`src/rtl/i2s_tx_tdm_channel.sv`:
```
// Multi-lane I2S/TDM transmitter slaved to an external WS; serialises slot-major FIFO words.
// Optional macro I2S_TX_WS_CHECK_EN adds WS misalignment detection on frame_err_o.
module i2s_tx_tdm_channel #(
   parameter int  NUM_LANES = 2,
   parameter int  DATA_W    = 32,
   parameter int  SLOT_W    = 3,
   localparam int LANE_W    = (NUM_LANES > 1) ? $clog2(NUM_LANES) : 1,
   localparam int WLEN_W    = (DATA_W > 1) ? $clog2(DATA_W) : 1
) (
   input  logic                 sck_i,
   input  logic                 rstn_i,
   input  logic                 i2s_ws_i,
   output logic [NUM_LANES-1:0] i2s_sd_o,
   input  logic [DATA_W-1:0]    fifo_data_i,
   input  logic                 fifo_data_valid_i,
   output logic                 fifo_data_ready_o,
   output logic                 fifo_err_o,
   output logic [SLOT_W-1:0]    cur_slot_o,
   output logic                 frame_err_o,
   input  logic                 cfg_en_i,
   input  logic [LANE_W-1:0]    cfg_lanes_i,
   input  logic [WLEN_W-1:0]    cfg_wlen_i,
   input  logic [SLOT_W-1:0]    cfg_slots_i,
   input  logic                 cfg_lsb_first_i
);

   localparam int LD_W = $clog2(NUM_LANES + 1);

   typedef enum logic [1:0] {
      IDLE,
      PRELOAD,
      WAIT_WS,
      RUNNING
   } state_t;

   state_t                state_reg, state_next;
   logic                  ws_q_reg;
   logic [WLEN_W-1:0]     bit_cnt_reg;
   logic [SLOT_W-1:0]     slot_cnt_reg;
   logic [LD_W-1:0]       ld_idx_reg;
   logic                  fifo_err_reg;
   logic [NUM_LANES-1:0]  sd_reg;

   logic                  ws_edge;
   logic                  ws_start;
   logic                  ws_misalign;
   logic                  word_done;
   logic                  underrun;
   logic                  accept;
   logic [LD_W-1:0]       lanes_ext;
   logic [LD_W-1:0]       lanes_p1;
   logic [NUM_LANES-1:0]  lane_bit;

   assign lanes_ext = LD_W'(cfg_lanes_i);
   assign lanes_p1  = lanes_ext + LD_W'(1);
   assign ws_edge   = i2s_ws_i ^ ws_q_reg;
   assign ws_start  = (state_reg == WAIT_WS) && ws_edge;
   assign word_done = (state_reg == RUNNING) && (bit_cnt_reg == cfg_wlen_i);
   assign underrun  = word_done && (ld_idx_reg != lanes_p1);

   assign fifo_data_ready_o = ((state_reg == PRELOAD) || (state_reg == RUNNING)) &&
                              (ld_idx_reg <= lanes_ext) && !word_done;
   assign accept            = fifo_data_valid_i && fifo_data_ready_o;

`ifdef I2S_TX_WS_CHECK_EN
   logic frame_boundary;
   logic frame_err_reg;

   // Only the last bit of the last slot may coincide with a WS transition.
   assign frame_boundary = word_done && (slot_cnt_reg == cfg_slots_i);
   assign ws_misalign    = (state_reg == RUNNING) && ws_edge && !frame_boundary;

   always_ff @(posedge sck_i or negedge rstn_i) begin
      if (!rstn_i) begin
         frame_err_reg <= 1'b0;
      end else if (!cfg_en_i) begin
         frame_err_reg <= 1'b0;
      end else if (ws_misalign) begin
         frame_err_reg <= 1'b1;
      end
   end

   assign frame_err_o = frame_err_reg;
`else
   assign ws_misalign = 1'b0;
   assign frame_err_o = 1'b0;
`endif

   always_comb begin
      state_next = state_reg;
      if (!cfg_en_i) begin
         state_next = IDLE;
      end else begin
         case (state_reg)
            IDLE:    state_next = PRELOAD;
            PRELOAD: if (ld_idx_reg == lanes_p1) state_next = WAIT_WS;
            WAIT_WS: if (ws_edge) state_next = RUNNING;
            RUNNING: if (ws_misalign) state_next = PRELOAD;
            default: state_next = IDLE;
         endcase
      end
   end

   always_ff @(posedge sck_i or negedge rstn_i) begin
      if (!rstn_i) begin
         state_reg    <= IDLE;
         ws_q_reg     <= 1'b0;
         bit_cnt_reg  <= '0;
         slot_cnt_reg <= '0;
         ld_idx_reg   <= '0;
         fifo_err_reg <= 1'b0;
      end else begin
         state_reg    <= state_next;
         ws_q_reg     <= i2s_ws_i;
         fifo_err_reg <= 1'b0;
         if (!cfg_en_i) begin
            bit_cnt_reg  <= '0;
            slot_cnt_reg <= '0;
            ld_idx_reg   <= '0;
         end else if (ws_start || ws_misalign) begin
            bit_cnt_reg  <= '0;
            slot_cnt_reg <= '0;
            ld_idx_reg   <= '0;
         end else if (word_done) begin
            // Missing lanes are not back-filled; the next slot loads from lane 0.
            bit_cnt_reg  <= '0;
            slot_cnt_reg <= (slot_cnt_reg == cfg_slots_i) ? '0 : slot_cnt_reg + SLOT_W'(1);
            ld_idx_reg   <= '0;
            fifo_err_reg <= underrun;
         end else begin
            if (state_reg == RUNNING) begin
               bit_cnt_reg <= bit_cnt_reg + WLEN_W'(1);
            end
            if (accept) begin
               ld_idx_reg <= ld_idx_reg + LD_W'(1);
            end
         end
      end
   end

   genvar gi;
   generate
      for (gi = 0; gi < NUM_LANES; gi++) begin : g_lane
         logic [DATA_W-1:0] shift_reg;
         logic [DATA_W-1:0] shadow_reg;
         logic              lane_active;
         logic              lane_filled;

         assign lane_active = (LD_W'(gi) <= lanes_ext);
         assign lane_filled = (LD_W'(gi) < ld_idx_reg);

         always_ff @(posedge sck_i or negedge rstn_i) begin
            if (!rstn_i) begin
               shift_reg  <= '0;
               shadow_reg <= '0;
            end else if (!cfg_en_i) begin
               shift_reg  <= '0;
               shadow_reg <= '0;
            end else begin
               if (accept && (ld_idx_reg == LD_W'(gi))) begin
                  shadow_reg <= fifo_data_i;
               end
               if (ws_start) begin
                  shift_reg <= lane_active ? shadow_reg : '0;
               end else if (ws_misalign) begin
                  shift_reg <= '0;
               end else if (word_done) begin
                  shift_reg <= (lane_active && lane_filled) ? shadow_reg : '0;
               end else if (state_reg == RUNNING) begin
                  shift_reg <= cfg_lsb_first_i ? (shift_reg >> 1) : (shift_reg << 1);
               end
            end
         end

         assign lane_bit[gi] = lane_active &
                               (cfg_lsb_first_i ? shift_reg[0] : shift_reg[cfg_wlen_i]);
      end
   endgenerate

   // Data changes on the falling edge so the receiver samples mid-bit on the rising edge.
   always_ff @(negedge sck_i or negedge rstn_i) begin
      if (!rstn_i) begin
         sd_reg <= '0;
      end else begin
         sd_reg <= (state_reg == RUNNING) ? lane_bit : '0;
      end
   end

   assign i2s_sd_o   = sd_reg;
   assign fifo_err_o = fifo_err_reg;
   assign cur_slot_o = slot_cnt_reg;

endmodule

```
`config.mk`:
```
export PLATFORM = sky130hd
export DESIGN_NAME = i2s_tx_tdm_channel
export DESIGN_NICKNAME = d
export VERILOG_FILES = /design/src/rtl/i2s_tx_tdm_channel.sv
export SDC_FILE = /design/constraint.sdc
export NUM_CORES = 1
export LEC_CHECK = 0
export ABC_AREA = 1
export BUFFER_PORTS_ARGS = -buffer_cell sky130_fd_sc_hd__buf_2
export CORE_ASPECT_RATIO = 1.1
export CORE_UTILIZATION = 25
export CTS_CLUSTER_DIAMETER = 30
export DETAILED_ROUTE_END_ITERATION = 16
export GPL_ROUTABILITY_DRIVEN = 0
export HOLD_SLACK_MARGIN = 0.08
export PLACE_DENSITY = 0.36
export SYNTH_ARGS = -nofsm -noshare
export SYNTH_HDL_FRONTEND = slang
export SYNTH_SLANG_ARGS = --single-unit
```
`constraint.sdc`:
```
create_clock -name sck_i -period 4.1 [get_ports sck_i]
set_clock_uncertainty 0.05 [all_clocks]
set_input_delay 0.41 -clock sck_i [delete_from_list [all_inputs] [get_ports sck_i]]
set_output_delay 0.41 -clock sck_i [all_outputs]
set_load 0.05 [all_outputs]
```
==> out/qor_table.md <==
| Quantity | Value |
|---|---|
| Worst-case headroom to the max-slew limit | 43.8% |
| Worst path setup slack after routing | 0.425 ns |
| TNS Setup | 0 ns |
| Area enclosed by the die boundary | 35800 um2 |
| Type of origin of the critical path | flop |
| Result of the run | finished clean |
| GRT Util Overall | 17.5% |
| Xor/xnor cell area share of the yosys netlist | 0.399% |
| Hold Vio Cnt, Final | 0 |
| Synthesized instance count | 1306 |
| Largest family of logic cells by synthesized area | simple AND/OR/NAND/NOR gates |
| Endpoint with the worst hold slack | g_lane[0].shadow_reg[28] |
| Fraction of final layout cells sized beyond drive strength 1 | 9.15% |
| Number of iterations in the first detailed-routing pass | 5 |
| Worst path slowest cell | sky130_fd_sc_hd__dfrtn_1 |
| Clock tree from TritonCTS | done |
| Worst endpoint data arrival time | 3.21 ns |
| Post-place instance area | 9310 um2 |
| Syn Nets | 1363 |
| Count of clock tree sinks | 144 |
| Overflow after GRT | 0 |
| Category of the worst setup path capture point | primary output |
| First-pass GRT wire length | 47.9 mm |
| Power per standard cell area | 468 nW/um2 |
| Area of the placeable core | 34400 um2 |
| Routed Wire Length | 29.8 mm |
| FF-to-FF End | i2s_sd_o[1] |
| Portion of synthesized cell area occupied by the leading cell type | 40.5% |
| Library cell occupying the most area in the post-synthesis netlist | sky130_fd_sc_hd__dfrtp_1 |
| Wirelength per Cell | 16.9 um |
| Share of synthesized area occupied by flip-flops and latches | 41.1% |
| Kind of critical path | reg -> out |
| Antenna violation net count after detailed routing | 0 |
| Clock buffer count from CTS | 17 |
| Site row count | 71 |
| Final-report max-slew violation count | 0 |
| Number of nets in the layout | 1366 |
| Antenna violations before repair | 0 |
| Deepest clock path buffer count | 2 |
| Cell variety after synth | 34 |
| Simple-Gate Fraction of Synth Area | 36.3% |
| Fraction of met3 tracks used by global routing | 2.67% |
| Total of warnings raised by yosys | 0 |
| Worst hold-check path type | in -> reg |
| Area grow syn2layout | 13.7% |
| Post-DR vias/cell | 4.65 |
| Clock transition at the register clock pins on the worst setup and hold paths after CTS | 0.07 ns |
| Number of design rule violations left after detail routing | 0 |
| Initial Utilization | 25.5% |
| Largest net degree at the start of global routing | 95 |
| Clock Latency Late Sink | 0.45 ns |
| # port buffers | 53 |
| Vias | 8192 |
| Met2 Usage GRT | 29.2% |
| First DRT Iteration DRCs | 460 |
| Hold path startpoint | fifo_data_i[28] |
| Hold slack | 0.172 ns |
| Mux share of post-synthesis cell area | 0% |
| Slack of the worst reg-to-reg path | 0.74 ns |
| IO Count | 55 |
| Die X-Extent | 181 um |
| Adder-cell share of the synthesized area | 1.43% |
| Sequence of cells on the critical path | buf_2 |
| Hold Path Depth | 3 |
| Setup repair after global routing missed its margin | no |
| Number of cells upsized or downsized after cts | 0 |
| Most common cell after layout, fill and taps aside | sky130_fd_sc_hd__nand2_1 |
| Dominant delay contributor by cell family on the critical path | flip-flops |
| Worst-Margin Slew | 0.843 ns |
| Post-Synthesis Cell Area | 8770 um2 |
| Pre-CTS WS | 0.280 ns |
| Synthesized area divided by synthesized cell count | 6.72 um2 |
| Utilization after layout | 29.0% |
| Most frequent cells in the layout | sky130_fd_sc_hd__nand2_1, sky130_fd_sc_hd__nand3_1, sky130_fd_sc_hd__dfrtp_1 |
| Layer carrying the most global-route usage | met2 |
| Dominant cells by area after synthesis | sky130_fd_sc_hd__dfrtp_1, sky130_fd_sc_hd__nand2_1, sky130_fd_sc_hd__nand3_1 |
| Setup violations, final | 0 |
| CTS Root Cell | sky130_fd_sc_hd__clkbuf_16 |
| Design area | 9980 um2 |
| Number of global-route vias before repair | 8060 |
| Maxcap violations | 0 |
| Start point of the critical path | i2s_sd_o[0] |
| Maximum level of the CTS H-tree | 4 |
| Launch instance of the worst register-to-register path | g_lane[1].shift_reg[24] |
| Height of the chip | 198 um |
| Worst Path Buf+Inv | 1 |
| Worst-case reg-to-reg path depth | 8 |
| LEAKAGE | 4.90 nW |
| Synthesized-area fraction occupied by ao, oa, aoi and oai cells | 11.6% |
| Stages on worst setup path | 1 |
| Worst VDD drop | 291 uV |
| DP HPWL | 20.1 mm |
| FF+latch count, synth | 144 |
| Critical Path Fanout Max | 1 |
| Met1 track utilization from global routing | 23.7% |
| Crit-path max cell delay | 0.46 ns |
| Worst endpoint required time | 3.64 ns |
| Antenna diode count | 0 |
## per-stage QoR
step | total power (W) | instances
finish | 0.00467 | 1760
global route | 0.00497 | 1760
detailed placement | 0.00293 | 1726
CTS | 0.00476 | 1760
floorplan | 0.00253 | 1306
global placement | 0.00294 | 1726
## layout make-up
cell class / count / area (um2)
clock inverters: 13 / 210
repair buffers: 74 / 452
flip-flops and latches: 144 / 3600
inverters: 93 / 352
multi-input cells: 979 / 4370
clock buffers: 19 / 443
well taps: 438 / 548
fillers: 3851 / 24400
## cell families (layout without fill, tap and decap cells)
logic type	count (synthesis)	count (layout)
DFF	144	144
adders and majority gates	10	10
and+or+nand+nor	764	764
xor gates and xnor gates	4	4
other	1	1
buffers and inverters	183	199
AOI/OAI and AO/OA	200	200
## Yosys cell counts, drive strengths merged
cell and count:
inv 92, conb 1, ha 10, buf 42, nor2 42, xor2 1
o211ai 3, a21oi 41, nand2 532, dfrtn 2, nand3 174, nand4 13
xnor2 3, clkinv 1, nor3 1, nor3b 1, o22ai 1, or2 1
o21ai 154, dfrtp 142, clkbuf 48, a22oi 1
## report_power, final
part / total (W) / internal (W) / switching (W)
Combinational: 0.00116 / 0.000315 / 0.000843
Sequential: 0.00172 / 0.00158 / 0.000143
Clock: 0.00179 / 0.00110 / 0.000693
Total: 0.00467 / 0.00300 / 0.00168
## per-layer routing
| metal | vias to the layer above | part of all wire, % |
|---|---|---|
| met5 | - | 0 |
| met4 | 0 | 0.87 |
| met3 | 12 | 2.3 |
| met2 | 104 | 47 |
| met1 | 3889 | 50 |
| li1 | 4187 | - |
## how the worst max path moves through the flow
stage / to / slack [ns]
floorplan: i2s_sd_o[0] / 0.24
global placement: i2s_sd_o[0] / 0.31
detailed placement: i2s_sd_o[0] / 0.28
CTS: i2s_sd_o[0] / 0.38
global route: i2s_sd_o[0] / 0.38
finish: i2s_sd_o[0] / 0.43
## timing repair
action / in CTS / in global routing
endpoints found under the hold margin: 35 / 0
hold buffers: 2 / 0
setup buffers: 0 / 0
setup endpoints to repair: 0 / 0
(Power assumes the default switching activity.)
